$ cat config.mk
export PLATFORM = sky130hd
export DESIGN_NAME = uart_avm_ctrl
export DESIGN_NICKNAME = d
export VERILOG_FILES = /design/src/rtl/uart_avm_ctrl.sv
export SDC_FILE = /design/constraint.sdc
export NUM_CORES = 1
export LEC_CHECK = 0
export BUFFER_PORTS_ARGS = -buffer_cell sky130_fd_sc_hd__buf_4
export CORE_MARGIN = 8
export CORE_UTILIZATION = 45
export CTS_CLUSTER_DIAMETER = 30
export DETAILED_ROUTE_END_ITERATION = 10
export HOLD_SLACK_MARGIN = 0.03
export PLACE_DENSITY_LB_ADDON = 0.25
export SYNTH_ARGS = -nofsm -noshare
export SYNTH_HDL_FRONTEND = slang
export SYNTH_SLANG_ARGS = --single-unit
export TNS_END_PERCENT = 1
$ cat constraint.sdc
create_clock -name clk -period 1.7 [get_ports clk]
set_input_delay 0.085 -clock clk [delete_from_list [all_inputs] [get_ports clk]]
set_output_delay 0.085 -clock clk [all_outputs]
set_load 0.05 [all_outputs]
$ cat src/rtl/uart_avm_ctrl.sv
// uart_avm_ctrl: Avalon-MM master that sequences a Nios-system UART.
// Status is polled on a fixed interval. Received bytes leave on a one-cycle
// valid pulse, and line errors collect in sticky flags. NUM_REQ byte requesters
// share the transmitter through a round-robin arbiter that feeds a single-byte
// holding register.
module uart_avm_ctrl #(
  parameter int NUM_REQ  = 2,
  parameter int POLL_DIV = 16
) (
  input  logic                 clk,
  input  logic                 reset,
  input  logic [NUM_REQ-1:0]   tx_req,
  input  logic [NUM_REQ*8-1:0] tx_data,
  output logic [NUM_REQ-1:0]   tx_gnt,
  output logic                 rx_valid,
  output logic [7:0]           rx_data,
  output logic [2:0]           err_flags,
  input  logic                 err_clr,
  output logic [2:0]           avm_address,
  output logic                 avm_read,
  output logic                 avm_write,
  output logic [15:0]          avm_writedata,
  input  logic [15:0]          avm_readdata,
  input  logic                 avm_waitrequest
);

  localparam int PTR_W = (NUM_REQ > 1) ? $clog2(NUM_REQ) : 1;
  localparam int TMR_W = (POLL_DIV > 1) ? $clog2(POLL_DIV) : 1;
  // POLL_DIV of 0 or 1 both leave IDLE after a single cycle.
  localparam logic [TMR_W-1:0] TMR_LAST = (POLL_DIV > 1) ? TMR_W'(POLL_DIV - 1) : '0;

  // UART register word offsets
  localparam logic [2:0] ADDR_RXDATA = 3'd0;
  localparam logic [2:0] ADDR_TXDATA = 3'd1;
  localparam logic [2:0] ADDR_STATUS = 3'd2;

  typedef enum logic [2:0] {
    S_IDLE,
    S_RD_STAT,
    S_DECIDE,
    S_RD_RX,
    S_WR_TX,
    S_CLR_ST
  } state_t;

  state_t             state, state_nxt;
  logic [TMR_W-1:0]   timer;
  logic [7:0]         stat;
  logic               hold_valid;
  logic [7:0]         hold_byte;
  logic [PTR_W-1:0]   ptr;

  logic               grant_any;
  logic               grant_ok;
  logic [PTR_W-1:0]   grant_idx;
  logic [7:0]         grant_byte;
  logic [NUM_REQ-1:0] gnt_vec;
  logic [2:0]         new_err;
  logic               tx_done;
  logic               rx_done;
  logic               stat_done;

  // Requester index (base + off), wrapped modulo NUM_REQ.
  function automatic logic [PTR_W-1:0] wrap_idx(input logic [PTR_W-1:0] base, input int off);
    int sum;
    sum = int'(base) + off;
    if (sum >= NUM_REQ) sum = sum - NUM_REQ;
    return PTR_W'(sum);
  endfunction

  // Round-robin search: the first request at or after ptr wins.
  always_comb begin
    // NOTE: every signal written here gets a default first so no latch is inferred.
    grant_any = 1'b0;
    grant_idx = '0;
    for (int off = 0; off < NUM_REQ; off++) begin
      if (!grant_any && tx_req[wrap_idx(ptr, off)]) begin
        grant_any = 1'b1;
        grant_idx = wrap_idx(ptr, off);
      end
    end
    grant_byte = tx_data[8*int'(grant_idx) +: 8];
    // hold_valid is registered, so the cycle that frees the holder cannot grant.
    grant_ok   = grant_any && !hold_valid;
    gnt_vec    = '0;
    for (int i = 0; i < NUM_REQ; i++) begin
      gnt_vec[i] = grant_ok && (PTR_W'(i) == grant_idx);
    end
  end

  assign stat_done = (state == S_RD_STAT) && !avm_waitrequest;
  assign rx_done   = (state == S_RD_RX)   && !avm_waitrequest;
  assign tx_done   = (state == S_WR_TX)   && !avm_waitrequest;
  // Error bits are ordered {ROE, FE, PE}. They are sampled only in DECIDE.
  assign new_err   = (state == S_DECIDE) ? {stat[3], stat[1], stat[0]} : 3'b000;

  // Holding register, round-robin pointer and grant pulse.
  always_ff @(posedge clk) begin
    // NOTE: sequential state uses non-blocking assignments only, so every flop samples pre-edge values.
    if (reset) begin
      // NOTE: the data byte is reset too, so writedata never carries X after a reset.
      hold_valid <= 1'b0;
      hold_byte  <= 8'h00;
      ptr        <= '0;
      tx_gnt     <= '0;
    end else begin
      tx_gnt <= gnt_vec;
      if (tx_done) begin
        hold_valid <= 1'b0;
      end else if (grant_ok) begin
        hold_valid <= 1'b1;
        hold_byte  <= grant_byte;
        ptr        <= wrap_idx(grant_idx, 1);
      end
    end
  end

  // Bus sequencer state, poll timer, status latch, RX byte and sticky errors.
  always_ff @(posedge clk) begin
    if (reset) begin
      state     <= S_IDLE;
      timer     <= '0;
      stat      <= 8'h00;
      rx_valid  <= 1'b0;
      rx_data   <= 8'h00;
      err_flags <= 3'b000;
    end else begin
      state    <= state_nxt;
      rx_valid <= rx_done;
      if (state == S_IDLE) begin
        timer <= (timer == TMR_LAST) ? '0 : timer + 1'b1;
      end
      if (stat_done) stat <= avm_readdata[7:0];
      if (rx_done) rx_data <= avm_readdata[7:0];
      // A new error wins over a clear in the same cycle.
      err_flags <= err_clr ? new_err : (err_flags | new_err);
    end
  end

  // Next state and Avalon command. The command depends only on the state, so it holds through wait states.
  always_comb begin
    state_nxt     = state;
    avm_read      = 1'b0;
    avm_write     = 1'b0;
    avm_address   = 3'd0;
    avm_writedata = 16'h0000;
    unique case (state)
      S_IDLE: begin
        if (timer == TMR_LAST) state_nxt = S_RD_STAT;
      end
      S_RD_STAT: begin
        avm_read    = 1'b1;
        avm_address = ADDR_STATUS;
        if (!avm_waitrequest) state_nxt = S_DECIDE;
      end
      S_DECIDE: begin
        if (stat[0] || stat[1] || stat[3]) state_nxt = S_CLR_ST;
        else if (stat[7])                  state_nxt = S_RD_RX;
        else if (stat[6] && hold_valid)    state_nxt = S_WR_TX;
        else                               state_nxt = S_IDLE;
      end
      S_RD_RX: begin
        avm_read    = 1'b1;
        avm_address = ADDR_RXDATA;
        if (!avm_waitrequest) state_nxt = S_IDLE;
      end
      S_WR_TX: begin
        avm_write     = 1'b1;
        avm_address   = ADDR_TXDATA;
        avm_writedata = {8'h00, hold_byte};
        if (!avm_waitrequest) state_nxt = S_IDLE;
      end
      S_CLR_ST: begin
        avm_write   = 1'b1;
        avm_address = ADDR_STATUS;
        if (!avm_waitrequest) state_nxt = S_IDLE;
      end
      default: state_nxt = S_IDLE;
    endcase
  end

endmodule

==> results.md <==
- The final route contains 1540 vias.
- The fill cell total of the finished layout is approximately 370.
- The global-route congestion overflow total is 0.
- Once detail routing completed, the nets flagged for antenna violations numbered 0.
- The congestion estimate from routability-driven global placement came to 0.746.
- The mux cell area share after synthesis is 2.82%.
- Derived from the worst setup path, the maximum achievable clock frequency is 626 MHz.
- For the final database, setup skew stands at 0.00969 ns.
- The post-synthesis cell type count is 39.
- The remaining routing DRC violations is 0.
- The synthesized-area fraction occupied by ao, oa, aoi and oai cells is 21.7%.
- The run finished with clean final reports.
- For hold timing, the worst endpoint is stat[0].
- The detailed router finished its first iteration with 65 violations.
- The first-pass GRT wire length is 6.98 mm.
- The die covers 6200 µm².
- Sorting the synthesized cells by area gives the leading types as sky130_fd_sc_hd__dfxtp_1 (41%), sky130_fd_sc_hd__a21oi_1 (7.1%), sky130_fd_sc_hd__a311oi_2 (6.8%), sky130_fd_sc_hd__nand2_1 (4.7%), sky130_fd_sc_hd__buf_4 (4.2%).
- The worst setup path is captured at a primary output.
- Clock-pin slew was measured on the worst setup and hold paths at approximately 0.07 ns.
- The effective utilization at floorplan is 45.6%.
- The power density normalized to cell area is 752 nW/µm².
- The top cell type by area accounts for 40.6% of the synthesized area.
- The main combinational cell family by area after synthesis is simple AND/OR/NAND/NOR gates.
- TritonCTS created 5 clock buffers.
- The ratio of cells with drive above 1 in the final layout is 37.9%.
- The tree is rooted in a sky130_fd_sc_hd__clkbuf_8.
- After synthesis the cells add up to 1770 µm².
- The maximum number of pins on one net before global-route repair is 38.
- The via count of the first global-routing pass is 1516.
- The number of flops mapped to enable cells by yosys is 0.
- The highest net fanout along the worst path is 10.
- The routed wire length is about 4.2 mm.
- During synthesis, Yosys emitted a total of 0 warnings.
- The worst path required time is 1.62 ns.
- The max-capacitance violation count is 0.
- The final count of negative-setup-slack endpoints is 0.
- In the final layout, the multi-input gates occupy 940 µm².
- The critical path is of the flip-flop to primary output type.
- Counting every instance in the synthesized netlist gives 199.
- The end of the worst register-to-register path is hold_byte[5].
- The worst path uses 93.9% of the clock period.
- The register bit total from synthesis is 36.
- sky130_fd_sc_hd__dfxtp_1 takes more of the synthesized area than any other cell.
- In the final layout, flip-flops and latches occupy 723 µm².
- The worst setup path is launched from a flip-flop.
- In the layout the commonest cells are sky130_fd_sc_hd__buf_4 (63), sky130_fd_sc_hd__dfxtp_1 (34), sky130_fd_sc_hd__a21oi_1 (25).
- Before antenna repair, the detailed router went through 4 iterations.
- The repair_antennas step left the layout with diodes totalling 0.
- The setup slack after layout is 0.103 ns.
- The core footprint is 3880 µm².
- The I/O pin count is 73.
- At the placement stage, the worst setup path has a slack of 0.155 ns.
- At the end of the flow the core is filled with cells to 59.6%.
- The number of nets in the layout is between 200 and 300.
- The sequential fraction of the synthesis area is 40.6%.
- Clock tree synthesis found a total of 36 sinks.
- After floorplanning, the core was divided into 23 placement rows.
- The worst hold path startpoint is avm_readdata[0].
- The final hold violation count is 0.
- After Yosys synthesis, XOR and XNOR cells account for 0.494% of the synthesized area.
- Clock latency on the worst-skew pair, taken at its later pin, is 0.29 ns.
- The die is 78.8 µm wide.
- The worst supply voltage drop on vdd is 0.500 mV.
- The logic depth of the worst register-to-register path is 3.
- Dividing the detail-routed wire length by the instance count gives 13.8 µm.
- For this run, the leading register cell type out of synthesis is sky130_fd_sc_hd__dfxtp_1.
- The final cell area excluding filler cells is 2320 µm².
- The area after detailed placement is ~2200 µm².
- The number of cells on the worst hold path is 3.
- In this run the worst hold path is classified as primary input to flip-flop.
- The count of buffers added on input and output ports is 55.
- The critical path data arrival time is around 1.5 ns.
- Setup repair after global routing left no endpoint under its margin.
- The layout overhead on the synthesized area is 30.7%.
- Leaving out fill and tap cells, the most frequent cell in the layout is sky130_fd_sc_hd__buf_4.
- The clock tree from TritonCTS is yes.
- Summing the areas of all fa, ha and maj instances in the mapped netlist gives 0.706% of the synthesized area.
- Global routing used ~14% of the available tracks.
- The maximum level of the CTS H-tree is 2.
- In the synthesized netlist the async set-or-reset flop fraction comes to 0%.
- Once detailed placement completed, the half-perimeter wirelength came to 3.13 mm.
- Each instance of the synthesized netlist takes up on average 8.91 µm².
- The startpoint identified for the worst register-to-register timing path is state[0].
- After layout, the minimum clock period comes to 1.60 ns.
- The longest clock path from root to sink contains 2 buffers.
- The height of the die is 78.8 µm.
- The initial antenna violation count is 0.
- Across all register-to-register paths, the minimum setup slack is 0.17 ns.
- After detailed routing, the number of vias per cell comes to 5.03.
- The cell leakage power is 0.937 nW.
- The count of pins over their slew limit came to 0.
- The simple-gate share of the synthesized area is between 20 and 25%.
cells in the mapped netlist (2+ instances only):
library cell,instances
sky130_fd_sc_hd__clkbuf_1,9
sky130_fd_sc_hd__nor4_1,2
sky130_fd_sc_hd__a311oi_2,8
sky130_fd_sc_hd__nor2_1,11
sky130_fd_sc_hd__o21ai_0,9
sky130_fd_sc_hd__nor3b_1,2
sky130_fd_sc_hd__buf_4,10
sky130_fd_sc_hd__a21oi_1,25
sky130_fd_sc_hd__buf_6,3
sky130_fd_sc_hd__nand3b_1,10
sky130_fd_sc_hd__and2_1,8
sky130_fd_sc_hd__mux2i_1,5
sky130_fd_sc_hd__or3_1,2
sky130_fd_sc_hd__nand2_1,22
sky130_fd_sc_hd__nor3_1,5
sky130_fd_sc_hd__inv_1,3
sky130_fd_sc_hd__dfxtp_1,36
sky130_fd_sc_hd__a21boi_0,2
sky130_fd_sc_hd__nor2b_1,7
where the power goes:
group	leakage [nW]	switching, mW	internal [mW]
Clock	0.0479	0.312	0.285
Sequential	0.294	0.0203	0.874
Combinational	0.595	0.145	0.105
cell type report:
cell class,instances,area share (%)
clock buffers,5,2.97
clock inverters,3,0.810
inverters,3,0.486
multi-input cells,144,40.6
flip-flops and latches,36,31.2
well taps,50,2.70
repair buffers,65,21.3
worst max-delay path, cell delays in order (launching register included):
cell,delay (ns)
sky130_fd_sc_hd__dfxtp_2,0.38
sky130_fd_sc_hd__buf_4,0.17
sky130_fd_sc_hd__nor3b_4,0.19
sky130_fd_sc_hd__buf_4,0.16
sky130_fd_sc_hd__and2_2,0.13
sky130_fd_sc_hd__buf_4,0.19
stage by stage:
step	instances	hold WS (ns)	setup TNS [ns]	power (mW)
6_report	306	0.0394	0	1.74
5_1_grt	306	0.0362	0	1.83
4_1_cts	305	0.0303	0	1.76
3_5_place_dp	294	0.337	0	1.16
3_3_place_gp	294	0.332	0	1.16
2_1_floorplan	207	0.201	-0.208	1.10
cell families after synthesis:
family / after synthesis
DFF: 36
adders and majority gates: 1
AOI/OAI and AO/OA: 53
and+or+nand+nor: 75
buffers and inverters: 27
xor gates and xnor gates: 1
muxes: 5
other: 1
flip-flops by register name, summed over array words and instances, names as in the netlist:
| signal | count |
|---|---|
| hold_byte | 8 |
| err_flags | 3 |
| ptr | 1 |
| rx_data | 8 |
| timer | 4 |
| tx_gnt | 2 |
| stat | 5 |
| state | 3 |
| rx_valid | 1 |
| hold_valid | 1 |
per-layer routing:
metal	track usage [%]	vias to the layer above	routed length [µm]
met5	0	-	0
met2	23.6	31	2090
met1	15.5	705	1860
met3	4.63	5	210
li1	-	799	-
met4	5.56	0	63
worst max path at each step:
stage / startpoint / to / slack [ns]
2_1_floorplan: state[2] / avm_writedata[0] / -0.03
3_3_place_gp: state[0] / hold_byte[7] / 0.19
3_5_place_dp: state[1] / hold_byte[5] / 0.15
4_1_cts: state[1] / avm_writedata[5] / 0.03
5_1_grt: state[1] / avm_writedata[5] / 0.03
6_report: state[1] / avm_writedata[1] / 0.10
what timing repair did:
item | 4_1_cts | 5_1_grt
setup buffers | 2 | 0
setup endpoints to repair | 8 | 8
resized for setup | 0 | 2
pin swaps | 1 | 0
hold buffers | 1 | 1
endpoints found under the hold margin | 1 | 1
Note: power is estimated with default switching activity, not from simulation.
